[src/rtl/inv_meter_pkg.sv]
// Shared types and default sizing for the inverter frequency meter.
package inv_meter_pkg;

    localparam int unsigned DEF_CNT_W       = 16;
    localparam int unsigned DEF_GATE_W      = 16;
    localparam int unsigned DEF_SYNC_STAGES = 2;

    typedef enum logic [1:0] {
        ST_IDLE  = 2'd0,
        ST_COUNT = 2'd1,
        ST_DONE  = 2'd2
    } meter_state_t;

endpackage

[src/rtl/sync_edge_detect.sv]
// Multi-flop synchronizer for an asynchronous input followed by a history flop
// that yields a one-cycle pulse per rising edge.
module sync_edge_detect #(
    parameter int unsigned SYNC_STAGES = 2
) (
    input  logic i_clk,
    input  logic i_rst_n,
    input  logic i_sig,
    output logic o_edge
);

    logic [SYNC_STAGES-1:0] r_sync;
    logic                   r_hist;

    always_ff @(posedge i_clk or negedge i_rst_n) begin
        if (!i_rst_n) begin
            r_sync <= '0;
            r_hist <= 1'b0;
        end else begin
            r_sync <= {r_sync[SYNC_STAGES-2:0], i_sig};
            r_hist <= r_sync[SYNC_STAGES-1];
        end
    end

    assign o_edge = r_sync[SYNC_STAGES-1] & ~r_hist;

endmodule

[src/rtl/inverter_freq_meter.sv]
// Gated rising-edge counter for the looped-back analog inverter output, with a
// byte-wide readout mux for the tile output bus.
module inverter_freq_meter #(
    parameter int unsigned CNT_W       = inv_meter_pkg::DEF_CNT_W,
    parameter int unsigned GATE_W      = inv_meter_pkg::DEF_GATE_W,
    parameter int unsigned SYNC_STAGES = inv_meter_pkg::DEF_SYNC_STAGES
) (
    input  logic              clk,
    input  logic              rst_n,
    input  logic              ena,
    input  logic              sig_in,
    input  logic              start,
    input  logic [GATE_W-1:0] gate_len,
    input  logic              rd_hi,
    output logic [CNT_W-1:0]  count,
    output logic [7:0]        dout,
    output logic              busy,
    output logic              done,
    output logic              ovf
);

    import inv_meter_pkg::*;

    meter_state_t      r_state;
    meter_state_t      w_next;
    logic [GATE_W-1:0] r_gate;
    logic [CNT_W-1:0]  r_count;
    logic              r_ovf;
    logic              w_edge;
    logic              w_accept;
    logic              w_counting;
    logic [15:0]       w_cnt16;

    sync_edge_detect #(
        .SYNC_STAGES(SYNC_STAGES)
    ) u_sync (
        .i_clk   (clk),
        .i_rst_n (rst_n),
        .i_sig   (sig_in),
        .o_edge  (w_edge)
    );

    // A start is honoured from IDLE and DONE alike; COUNT ignores it.
    assign w_accept   = ena && start && (r_state != ST_COUNT);
    assign w_counting = ena && (r_state == ST_COUNT);

    always_ff @(posedge clk or negedge rst_n) begin
        if (!rst_n) begin
            r_state <= ST_IDLE;
        end else begin
            r_state <= w_next;
        end
    end

    always_comb begin
        w_next = r_state;
        if (!ena) begin
            w_next = ST_IDLE;
        end else begin
            case (r_state)
                ST_IDLE, ST_DONE: begin
                    if (start) begin
                        w_next = (gate_len == '0) ? ST_DONE : ST_COUNT;
                    end
                end
                ST_COUNT: begin
                    if (r_gate == GATE_W'(1)) begin
                        w_next = ST_DONE;
                    end
                end
                default: w_next = ST_IDLE;
            endcase
        end
    end

    always_ff @(posedge clk or negedge rst_n) begin
        if (!rst_n) begin
            r_gate  <= '0;
            r_count <= '0;
            r_ovf   <= 1'b0;
        end else if (w_accept) begin
            r_gate  <= gate_len;
            r_count <= '0;
            r_ovf   <= 1'b0;
        end else if (w_counting) begin
            r_gate <= r_gate - GATE_W'(1);
            if (w_edge) begin
                if (&r_count) begin
                    r_ovf <= 1'b1;
                end else begin
                    r_count <= r_count + CNT_W'(1);
                end
            end
        end
    end

    // Resize to 16 bits so the byte mux works for any counter width.
    assign w_cnt16 = 16'(r_count);

    assign count = r_count;
    assign dout  = rd_hi ? w_cnt16[15:8] : w_cnt16[7:0];
    assign busy  = (r_state == ST_COUNT);
    assign done  = (r_state == ST_DONE);
    assign ovf   = r_ovf;

endmodule

[config.mk]
export PLATFORM = sky130hd
export DESIGN_NAME = inverter_freq_meter
export DESIGN_NICKNAME = d
export VERILOG_FILES = /design/src/rtl/inv_meter_pkg.sv /design/src/rtl/sync_edge_detect.sv /design/src/rtl/inverter_freq_meter.sv
export SDC_FILE = /design/constraint.sdc
export NUM_CORES = 1
export LEC_CHECK = 0
export CAP_MARGIN = 20
export CELL_PAD_IN_SITES_DETAIL_PLACEMENT = 1
export CELL_PAD_IN_SITES_GLOBAL_PLACEMENT = 1
export CORE_ASPECT_RATIO = 0.6
export CORE_MARGIN = 2
export CORE_UTILIZATION = 37
export DETAILED_ROUTE_END_ITERATION = 12
export GPL_TIMING_DRIVEN = 0
export PLACE_DENSITY = 0.82
export RECOVER_POWER = 25
export SYNTH_ARGS = -nofsm -noshare
export SYNTH_HDL_FRONTEND = slang
export SYNTH_SLANG_ARGS = --single-unit
[constraint.sdc]
create_clock -name clk -period 2.14 [get_ports clk]
set_input_delay 0.214 -clock clk [delete_from_list [all_inputs] [get_ports clk]]
set_output_delay 0.214 -clock clk [all_outputs]
set_load 0.02 [all_outputs]
==> results.txt <==
Routability congestion estimate from global placement = 0.875
Startpoint kind of the worst setup timing path = flip-flop
CTS root buf = sky130_fd_sc_hd__clkbuf_8
DRT Wirelength = 6.28 mm
Arrival @ worst endpoint = 2.22 ns
Top-level port count = 49
Clock-pin slew reported for the worst setup and hold paths after clock tree synthesis = 0.08 ns
Leading cell types in the layout, fill and taps excluded = sky130_fd_sc_hd__clkdlybuf4s50_1, sky130_fd_sc_hd__dfrtp_1, sky130_fd_sc_hd__nand2_1, sky130_fd_sc_hd__nor2_1, sky130_fd_sc_hd__nand3_1
Reg-to-reg critical path endpoint = r_gate[13]
CTS Buffer Depth = 2
Remaining global-route overflow = 0
Die area = 6250 µm²
Crit. End Element = flip-flop
Final worst hold slack = 0.0673 ns
IR Drop Worst-Case VDD = 0.000273 V
Min-Delay Path Class = in2async
Register-to-register path setup slack = 0.1 ns
CTS buffer count = 5
Diodes inserted = 0
Number of buffers added on ports = 47
Max Cap Viol = 0
Starting density of the core = 37.8%
Area grow syn2layout = 33.3%
Syn Inst Count = 221
Net count of the finished layout = 300
Register Area = 952 µm²
Power Density = 685 nW/µm²
Cell class contributing the biggest share of worst-path delay = simple AND/OR/NAND/NOR gates
Global-route wire length before repair = 10.1 mm
Area inside the core boundary = 5490 µm²
Clock skew after layout = 0.00698 ns
Length in cells of the worst reg-to-reg path = 5
Leak pwr = 1.14 nW
Maximum number of pins on one net before global-route repair = 39
Source-to-sink clock delay at the later pin of the worst-skew pair = 0.30 ns
Final number of hold-violating endpoints = 0
Number of resized instances in the post-cts repair step = 0
Vias = 1,938
Chip width = 101 µm
Type of the worst setup path = reg2reg
Synthesized area per cell = 9.40 µm²
Vias per std cell = 5.62
Number of synthesized register bits = 38
Count of buffering cells on the critical path with inverters included = 0
GRT Util Overall = 21.6%
Number of violations reported at the end of detailed-routing iteration 0 = 76
Minimum period implied by the final worst setup slack = 2.04 ns
Number of clock sinks seen by CTS = 38
Synth Net Count = 246
H-tree depth reported by CTS = 2
Average wire length per cell after detail routing = 18.2 µm
Number of different library cells in the post-synthesis netlist = 41
Number of global-route vias before repair = 1,945
Number of design rule violations left after detail routing = 0
Number of setup buffers added after CTS = 0
Floorplan die height = 62.0 µm
Final Power = 0.00190 W
Required time reported for the critical path endpoint = 2.32 ns
Max Slew Vio Count = 0
Worst slew margin = 34.5%
Origin of the critical flop-to-flop path = r_gate[4]
Sequential fraction of the synthesis area = 45.8%
Remaining antenna violation count = 0
Critical Path Max Stage Delay = 0.58 ns
Total area of multi-input combinational cells = 1100 µm²
Standard-cell row count = 21
Share of the core filled with cells in the final layout = 50.4%
Run status = completed
Number of setup violations in the final report = 0
Detail Placement HPWL = 4.72 mm
Synth Cell Area = 2080 µm²
Antenna violations before repair = 0
Layout cells sized above 1 = 10.5%
Cells along the critical path = or4_4 > nor3_4 > nand3_2 > a21bo_1 > a221o_1
CTS tree = done
Most frequent standard cell in the layout excluding fill and tap cells = sky130_fd_sc_hd__clkdlybuf4s50_1
Final critical-path share of the clock period = 95.4%
Filler cells = 642
CTS Hold Buffers Added = 0
Max Fclk = 0.490 GHz
Max stage delay cell, worst path = sky130_fd_sc_hd__or4_4
Maximum fanout along the worst path = 7
Number of iterations in the first detailed-routing pass = 4
Slew @ Worst Pin = 0.983 ns
Yosys Warn Count = 0
-- cell usage after synthesis, drive strengths merged --
cell	instances	area share [%]
o21a	1	0.36
nor2	23	4.2
o2111a	1	0.54
a32oi	2	0.84
dfrtp	38	46
and3	6	1.8
and3b	1	0.42
a22oi	1	0.36
a221o	4	2.0
ha	3	1.8
o22ai	1	0.30
and4	3	1.3
or2	1	0.30
o21ai	10	2.4
nand2b	2	0.60
nand4bb	1	0.54
a21oi	5	1.2
a41oi	1	0.42
nand2	24	4.3
or4	1	0.54
o311ai	3	1.3
nor3b	2	0.72
or3	2	0.60
o221ai	1	0.42
mux2	7	3.8
nand4b	1	0.42
nor4	8	2.4
xor2	13	5.5
a21bo	1	0.48
clkbuf	8	1.4
nor2b	1	0.30
nand3b	2	0.72
nand4	5	1.5
nand3	17	4.3
o211ai	6	2.2
and2	2	0.60
nor3	7	2.2
inv	6	1.1
-- cell families after synthesis --
group	share of synthesized area, %
flip-flops	45.8
multiplexers	3.80
AND/OR/NAND/NOR	27.8
XOR/XNOR	5.48
adder cells (fa/ha/maj)	1.81
buffers and inverters	2.53
AO/OA/AOI/OAI	12.8
-- power breakdown --
part | internal, W | switching (W)
logic | 0.000164 | 0.000211
registers | 0.000804 | 0.0000985
clock network | 0.000343 | 0.000275
-- metrics by stage --
step / cell area, µm² / cells / setup WS, ns / setup TNS (ns)
floorplan: 2080 / 221 / 0.281 / 0
global placement: 2630 / 337 / -0.182 / -5.38
detailed placement: 2630 / 337 / -0.246 / -1.21
CTS: 2740 / 345 / 0.00623 / 0
global route: 2770 / 345 / -0.0213 / -0.0402
finish: 2770 / 345 / 0.0988 / 0
-- registers in the layout, summed over array words and instances (netlist names) --
name,cells
r_state,2
u_sync.r_sync,2
r_gate,16
u_sync.r_hist,1
count,16
ovf,1
-- routing by layer --
layer / wire [µm] / GRT usage, %
met1: 3230 / 32.8
met2: 2620 / 30.0
met3: 348 / 5.82
met4: 78 / 6.46
met5: 0 / 0
-- final cells by class --
| class | instances | share of cell area [%] |
|---|---|---|
| Inverter | 6 | 0.814 |
| Clock buffer | 5 | 2.49 |
| Tap cell | 69 | 3.12 |
| Clock inverter | 3 | 1.45 |
| Buffer | 8 | 1.22 |
| Timing Repair Buffer | 47 | 16.8 |
| Sequential cell | 38 | 34.4 |
| Multi-Input combinational cell | 169 | 39.7 |
-- worst max path at each step --
| stage | start | end | cells past startpoint |
|---|---|---|---|
| floorplan | r_gate[4] | r_gate[13] | 5 |
| global placement | ena | r_gate[10] | 7 |
| detailed placement | ena | count[0] | 7 |
| CTS | r_state[1] | r_gate[10] | 6 |
| global route | count[0] | ovf | 7 |
| finish | r_gate[4] | r_gate[13] | 5 |
(Power assumes the default switching activity.)
